File: config.mk
export PLATFORM = sky130hd
export DESIGN_NAME = host_if_mux
export DESIGN_NICKNAME = d
export VERILOG_FILES = /design/src/rtl/host_if_mux.sv
export SDC_FILE = /design/constraint.sdc
export NUM_CORES = 1
export LEC_CHECK = 0
export BUFFER_PORTS_ARGS = -buffer_cell sky130_fd_sc_hd__buf_2
export CAP_MARGIN = 40
export CORE_ASPECT_RATIO = 0.75
export CORE_UTILIZATION = 45
export DETAILED_ROUTE_END_ITERATION = 8
export GPL_TIMING_DRIVEN = 0
export HOLD_SLACK_MARGIN = 0.12
export SYNTH_ARGS = -nofsm -noshare
export SYNTH_HDL_FRONTEND = slang
export SYNTH_SLANG_ARGS = --single-unit
File: constraint.sdc
create_clock -name clk -period 4 [get_ports clk]
set_clock_uncertainty 0.2 [all_clocks]
set_input_delay 1.2 -clock clk [delete_from_list [all_inputs] [get_ports clk]]
set_output_delay 1.2 -clock clk [all_outputs]
set_load 0.01 [all_outputs]
File: src/rtl/host_if_mux.sv
// Multi-host register-write front end: per-host FIFOs drained round-robin into one register-write strobe.
// Optional macro HOST_IF_WR_PACING_EN enforces PACE_CYCLES of write recovery after every data pop.
module host_if_mux #(
  parameter int N_HOSTS     = 2,
  parameter int DATA_WIDTH  = 8,
  parameter int LGFIFO      = 4,
  parameter int PACE_CYCLES = 32
) (
  input  logic                         clk,
  input  logic                         reset,
  input  logic [N_HOSTS-1:0]           host_wr,
  input  logic [2*N_HOSTS-1:0]         host_addr,
  input  logic [DATA_WIDTH*N_HOSTS-1:0] host_din,
  input  logic [2*N_HOSTS-1:0]         host_rd_addr,
  output logic [DATA_WIDTH*N_HOSTS-1:0] host_dout,
  output logic [N_HOSTS-1:0]           host_full,
  output logic [N_HOSTS-1:0]           host_overflow,
  input  logic [DATA_WIDTH-1:0]        status,
  output logic                         reg_wr_valid,
  output logic                         reg_wr_bank,
  output logic [DATA_WIDTH-1:0]        reg_wr_address,
  output logic [DATA_WIDTH-1:0]        reg_wr_data
);

  localparam int DEPTH   = 1 << LGFIFO;
  localparam int ENTRY_W = DATA_WIDTH + 2;
  localparam int PTR_W   = (N_HOSTS > 1) ? $clog2(N_HOSTS) : 1;

  // Entry layout: {bank, a0, data}
  logic [ENTRY_W-1:0]    fifo_mem [N_HOSTS][DEPTH];
  logic [LGFIFO:0]       wr_ptr [N_HOSTS];
  logic [LGFIFO:0]       rd_ptr [N_HOSTS];
  logic [N_HOSTS-1:0]    fifo_empty;
  logic [N_HOSTS-1:0]    fifo_full;
  logic [N_HOSTS-1:0]    push;

  logic [PTR_W-1:0]      rr_ptr;
  logic [PTR_W-1:0]      grant_idx;
  logic [PTR_W-1:0]      cand;
  logic                  grant_valid;
  logic                  pace_ok;
  logic [ENTRY_W-1:0]    head_entry;

  logic                  pop_valid;
  logic [PTR_W-1:0]      pop_host;
  logic [ENTRY_W-1:0]    pop_entry;

  logic [N_HOSTS-1:0]    lat_bank;
  logic [DATA_WIDTH-1:0] lat_addr [N_HOSTS];

  always_comb begin
    for (int i = 0; i < N_HOSTS; i++) begin
      fifo_empty[i] = (wr_ptr[i] == rd_ptr[i]);
      fifo_full[i]  = (wr_ptr[i][LGFIFO] != rd_ptr[i][LGFIFO]) &&
                      (wr_ptr[i][LGFIFO-1:0] == rd_ptr[i][LGFIFO-1:0]);
      push[i]       = host_wr[i] && !fifo_full[i];
    end
  end

  assign host_full = fifo_full;

`ifdef HOST_IF_WR_PACING_EN
  localparam int PACE_W = $clog2(PACE_CYCLES) + 1;
  logic [PACE_W-1:0] pace_cnt;
  assign pace_ok = (pace_cnt == '0);
`else
  logic unused_pace;
  assign pace_ok     = 1'b1;
  assign unused_pace = ^PACE_CYCLES;
`endif

  // Descending scan so the candidate closest to rr_ptr wins.
  always_comb begin
    grant_valid = 1'b0;
    grant_idx   = '0;
    cand        = '0;
    for (int k = N_HOSTS - 1; k >= 0; k--) begin
      cand = PTR_W'((int'(rr_ptr) + k) % N_HOSTS);
      if (!fifo_empty[cand]) begin
        grant_valid = pace_ok;
        grant_idx   = cand;
      end
    end
  end

  assign head_entry = fifo_mem[grant_idx][rd_ptr[grant_idx][LGFIFO-1:0]];

  always_ff @(posedge clk) begin
    for (int i = 0; i < N_HOSTS; i++) begin
      if (push[i])
        fifo_mem[i][wr_ptr[i][LGFIFO-1:0]] <=
          {host_addr[2*i +: 2], host_din[DATA_WIDTH*i +: DATA_WIDTH]};
    end
  end

  always_ff @(posedge clk) begin
    if (reset) begin
      for (int i = 0; i < N_HOSTS; i++) begin
        wr_ptr[i]   <= '0;
        rd_ptr[i]   <= '0;
        lat_addr[i] <= '0;
      end
      lat_bank       <= '0;
      host_overflow  <= '0;
      rr_ptr         <= '0;
      pop_valid      <= 1'b0;
      pop_host       <= '0;
      pop_entry      <= '0;
      reg_wr_valid   <= 1'b0;
      reg_wr_bank    <= 1'b0;
      reg_wr_address <= '0;
      reg_wr_data    <= '0;
`ifdef HOST_IF_WR_PACING_EN
      pace_cnt       <= '0;
`endif
    end else begin
      // Full is judged before any same-cycle pop, so a write to a full FIFO is always dropped.
      for (int i = 0; i < N_HOSTS; i++) begin
        if (push[i])
          wr_ptr[i] <= wr_ptr[i] + 1'b1;
        else if (host_wr[i])
          host_overflow[i] <= 1'b1;
      end

      if (grant_valid) begin
        rd_ptr[grant_idx] <= rd_ptr[grant_idx] + 1'b1;
        rr_ptr            <= PTR_W'((int'(grant_idx) + 1) % N_HOSTS);
      end
      pop_valid <= grant_valid;
      pop_host  <= grant_idx;
      pop_entry <= head_entry;

      reg_wr_valid <= 1'b0;
      if (pop_valid) begin
        if (pop_entry[DATA_WIDTH]) begin
          reg_wr_valid   <= 1'b1;
          reg_wr_bank    <= lat_bank[pop_host];
          reg_wr_address <= lat_addr[pop_host];
          reg_wr_data    <= pop_entry[DATA_WIDTH-1:0];
        end else begin
          lat_bank[pop_host] <= pop_entry[DATA_WIDTH+1];
          lat_addr[pop_host] <= pop_entry[DATA_WIDTH-1:0];
        end
      end

`ifdef HOST_IF_WR_PACING_EN
      if (grant_valid && head_entry[DATA_WIDTH])
        pace_cnt <= PACE_W'(PACE_CYCLES - 1);
      else if (pace_cnt != '0)
        pace_cnt <= pace_cnt - 1'b1;
`endif
    end
  end

  // Reads of any address other than 0 return all ones; software phase detection depends on it.
  for (genvar g = 0; g < N_HOSTS; g++) begin : g_dout
    assign host_dout[DATA_WIDTH*g +: DATA_WIDTH] =
      (host_rd_addr[2*g +: 2] == 2'b00) ? status : {DATA_WIDTH{1'b1}};
  end

endmodule

==> flow_summary.toml <==
[outcome]
status = "finished, final reports clean"

[cells_and_area]
fin_nets = 1213
fin_util = 0.530
syn2layout_area_growth_pct = 16.1
diodes = 0
postLayoutCellArea_sq_mm = 0.0184
drive_above_1_share = 0.201

[place]
port_buffers = 72
place_hpwl_mm = 29.9
routabilityCongestion = 0.939
placed_area_sq_mm = 0.0171
pre_cts_ws_ps = -225

[job]
max-cap-violations = 0

[synth]
yosys-top-cells-count = "edfxtp_1, mux2i_1, nand2_1"
synth_top_area_frac = 0.676
ys_seq_elements = 391
yosysUniqueCellTypes = 54
async_reset_ff_frac = 0
synth_area_leader_cell = "edfxtp_1"
yosysSeqAreaShare = 0.720
ys.flop_type = "edfxtp_1"
synth.net_count = 1063
synthMostInstantiatedCell = "edfxtp_1"
synth-edff-count = 356
synthTopCellsByArea = "edfxtp_1, mux2i_1, dfxtp_1"
syn_area_sq_mm = 0.0158
avgSynthCellArea_sq_um = 15.5
yosys_warnings = 0
syn_inst = 1018

[drt]
antenna_left = 0
drt_pass1_iterations = 6
drc = 0
routedWlPerCell_um = 25.2
drt_iter0_drc = 1036
wl_mm = 41.6
via_per_inst = 5.73
via_count = 9454

[timing]
maxSlewHeadroom = 0.409
setup_violations = 0
rsz0062_at_grt = "no"
hold_viol_final = 0
final_max_slew_viol_count = 0
worst_pin_slew_ps = 879
fin_crit_ps = 3940
min_period_over_period = 0.984
worst_slack_ps = 62.1
fmax_mhz = 254

[hold_path]
hold_path_depth = 2
hold_class = "register to register"

[clock_network]
clockBufferDepth = 3
cts-root-buf = "clkbuf_16"
cts_tree = "done"
cts_max_level = 2
clk_latency_ps = 560
cts-buffers-inserted = 39
ctsHoldBuffers = 0
clkTransAtPathRegs_ps = 60
cts.sinks = 391

[pwr]
max-vdd-ir-drop_mv = 0.380
p_per_area_mw_per_mm2 = 712
p_leak_uw = 0.00618

[die]
die_area_sq_mm = 0.0359
die_y_um = 164
core_sq_mm = 0.0346
start_util = 0.457
num_rows = 59
fp.dieW_um = 218
io_pins = 74

[global_routing]
grt_first_pass_wirelength_mm = 60.1
groute.usage.overall = 0.236
gr-total-overflow = 0
antenna_found_initial = 1
grt_max_degree = 17
grt_pass1_vias = 9204

[critical_path]
end_kind = "register"
r2r_setup_slack_ps = 60
crit_fanout = 10
crit_arrival_ps = 4060
start_kind = "register"
reg2reg_depth = 12
path_class = "register to register"
critPathRequiredTime_ps = 4120
[worst max-delay path: stages (launching register included)]
cell,delay [ps]
edfxtp_1,310
buf_2,310
xnor2_1,170
nand4_1,260
o21ba_2,340
nor2_8,210
clkbuf_2,340
buf_1,580
nor3_1,110
a211oi_1,250
nor3_1,70
a21oi_1,250
nand4_1,310
[through the flow]
stage          total power (uW)  hold WS, ps  std cells  TNS [ps]
2_1_floorplan              7730          225       1018         0
3_3_place_gp               9350          242       1547    -11280
3_5_place_dp               9460          252       1583      -359
4_1_cts                   13000          261       1648     -12.1
5_1_grt                   13500          287       1649         0
6_report                  13100          258       1649         0
[placed cells by master, fill, tap and decap left out, types with 30 or more instances in the layout]
master,n
nand2_1,75
dfxtp_1,35
clkbuf_1,31
mux2i_1,74
mux4_2,30
edfxtp_1,356
clkbuf_16,39
nor3_1,31
nor2_1,65
a211oi_1,41
buf_2,84
[registers in the layout, summed over array words and instances, names as in the netlist, 2 cells and up]
name	cells
host_overflow	2
lat_addr	16
pop_entry	10
fifo_mem	320
reg_wr_address	8
wr_ptr	10
rd_ptr	10
reg_wr_data	8
lat_bank	2
[per-layer routing]
layer / up-vias / global-route usage / routed length (um)
met5: - / 0.0208 / 115
met4: 4 / 0.0760 / 1190
met3: 86 / 0.0523 / 3220
met2: 386 / 0.360 / 18500
met1: 4761 / 0.336 / 18500
li1: 4217 / - / -
[where the power goes]
part	internal, uW	total, uW	switching (uW)
Sequential	4830	4990	154
Combinational	1490	4540	3050
Clock	2010	3550	1540
[final timing paths]
check | from | endpoint
min reg2reg | reg_wr_data[2] | reg_wr_data[2]
min | reg_wr_data[2] | reg_wr_data[2]
max reg2reg | rd_ptr[0][2] | pop_entry[8]
max | rd_ptr[0][2] | pop_entry[8]
[kinds of logic after synthesis]
| group | Yosys count | synth area share |
|---|---|---|
| xor+xnor | 20 | 0.0111 |
| mux | 119 | 0.101 |
| compound gates | 115 | 0.0505 |
| flops | 391 | 0.720 |
| simple gates | 295 | 0.0923 |
| buf+inv | 69 | 0.0180 |
| fa+ha+maj | 9 | 0.00712 |
[timing repair]
action,CTS,global route
pin swaps,0,1
buffers inserted,0,1
endpoints found under the setup margin,6,8
resized for setup,3,8
[final cells by class]
| type | count | area [sq um] |
|---|---|---|
| Buffer | 56 | 245 |
| Clock buffer | 45 | 1010 |
| Clock inverter | 20 | 199 |
| Fill cell | 2814 | 16300 |
| Inverter | 13 | 48.8 |
| Multi-Input combinational cell | 558 | 4200 |
| Sequential cell | 391 | 11400 |
| Tap cell | 457 | 572 |
| Timing Repair Buffer | 109 | 703 |
Note: power is estimated with default switching activity, not from simulation.
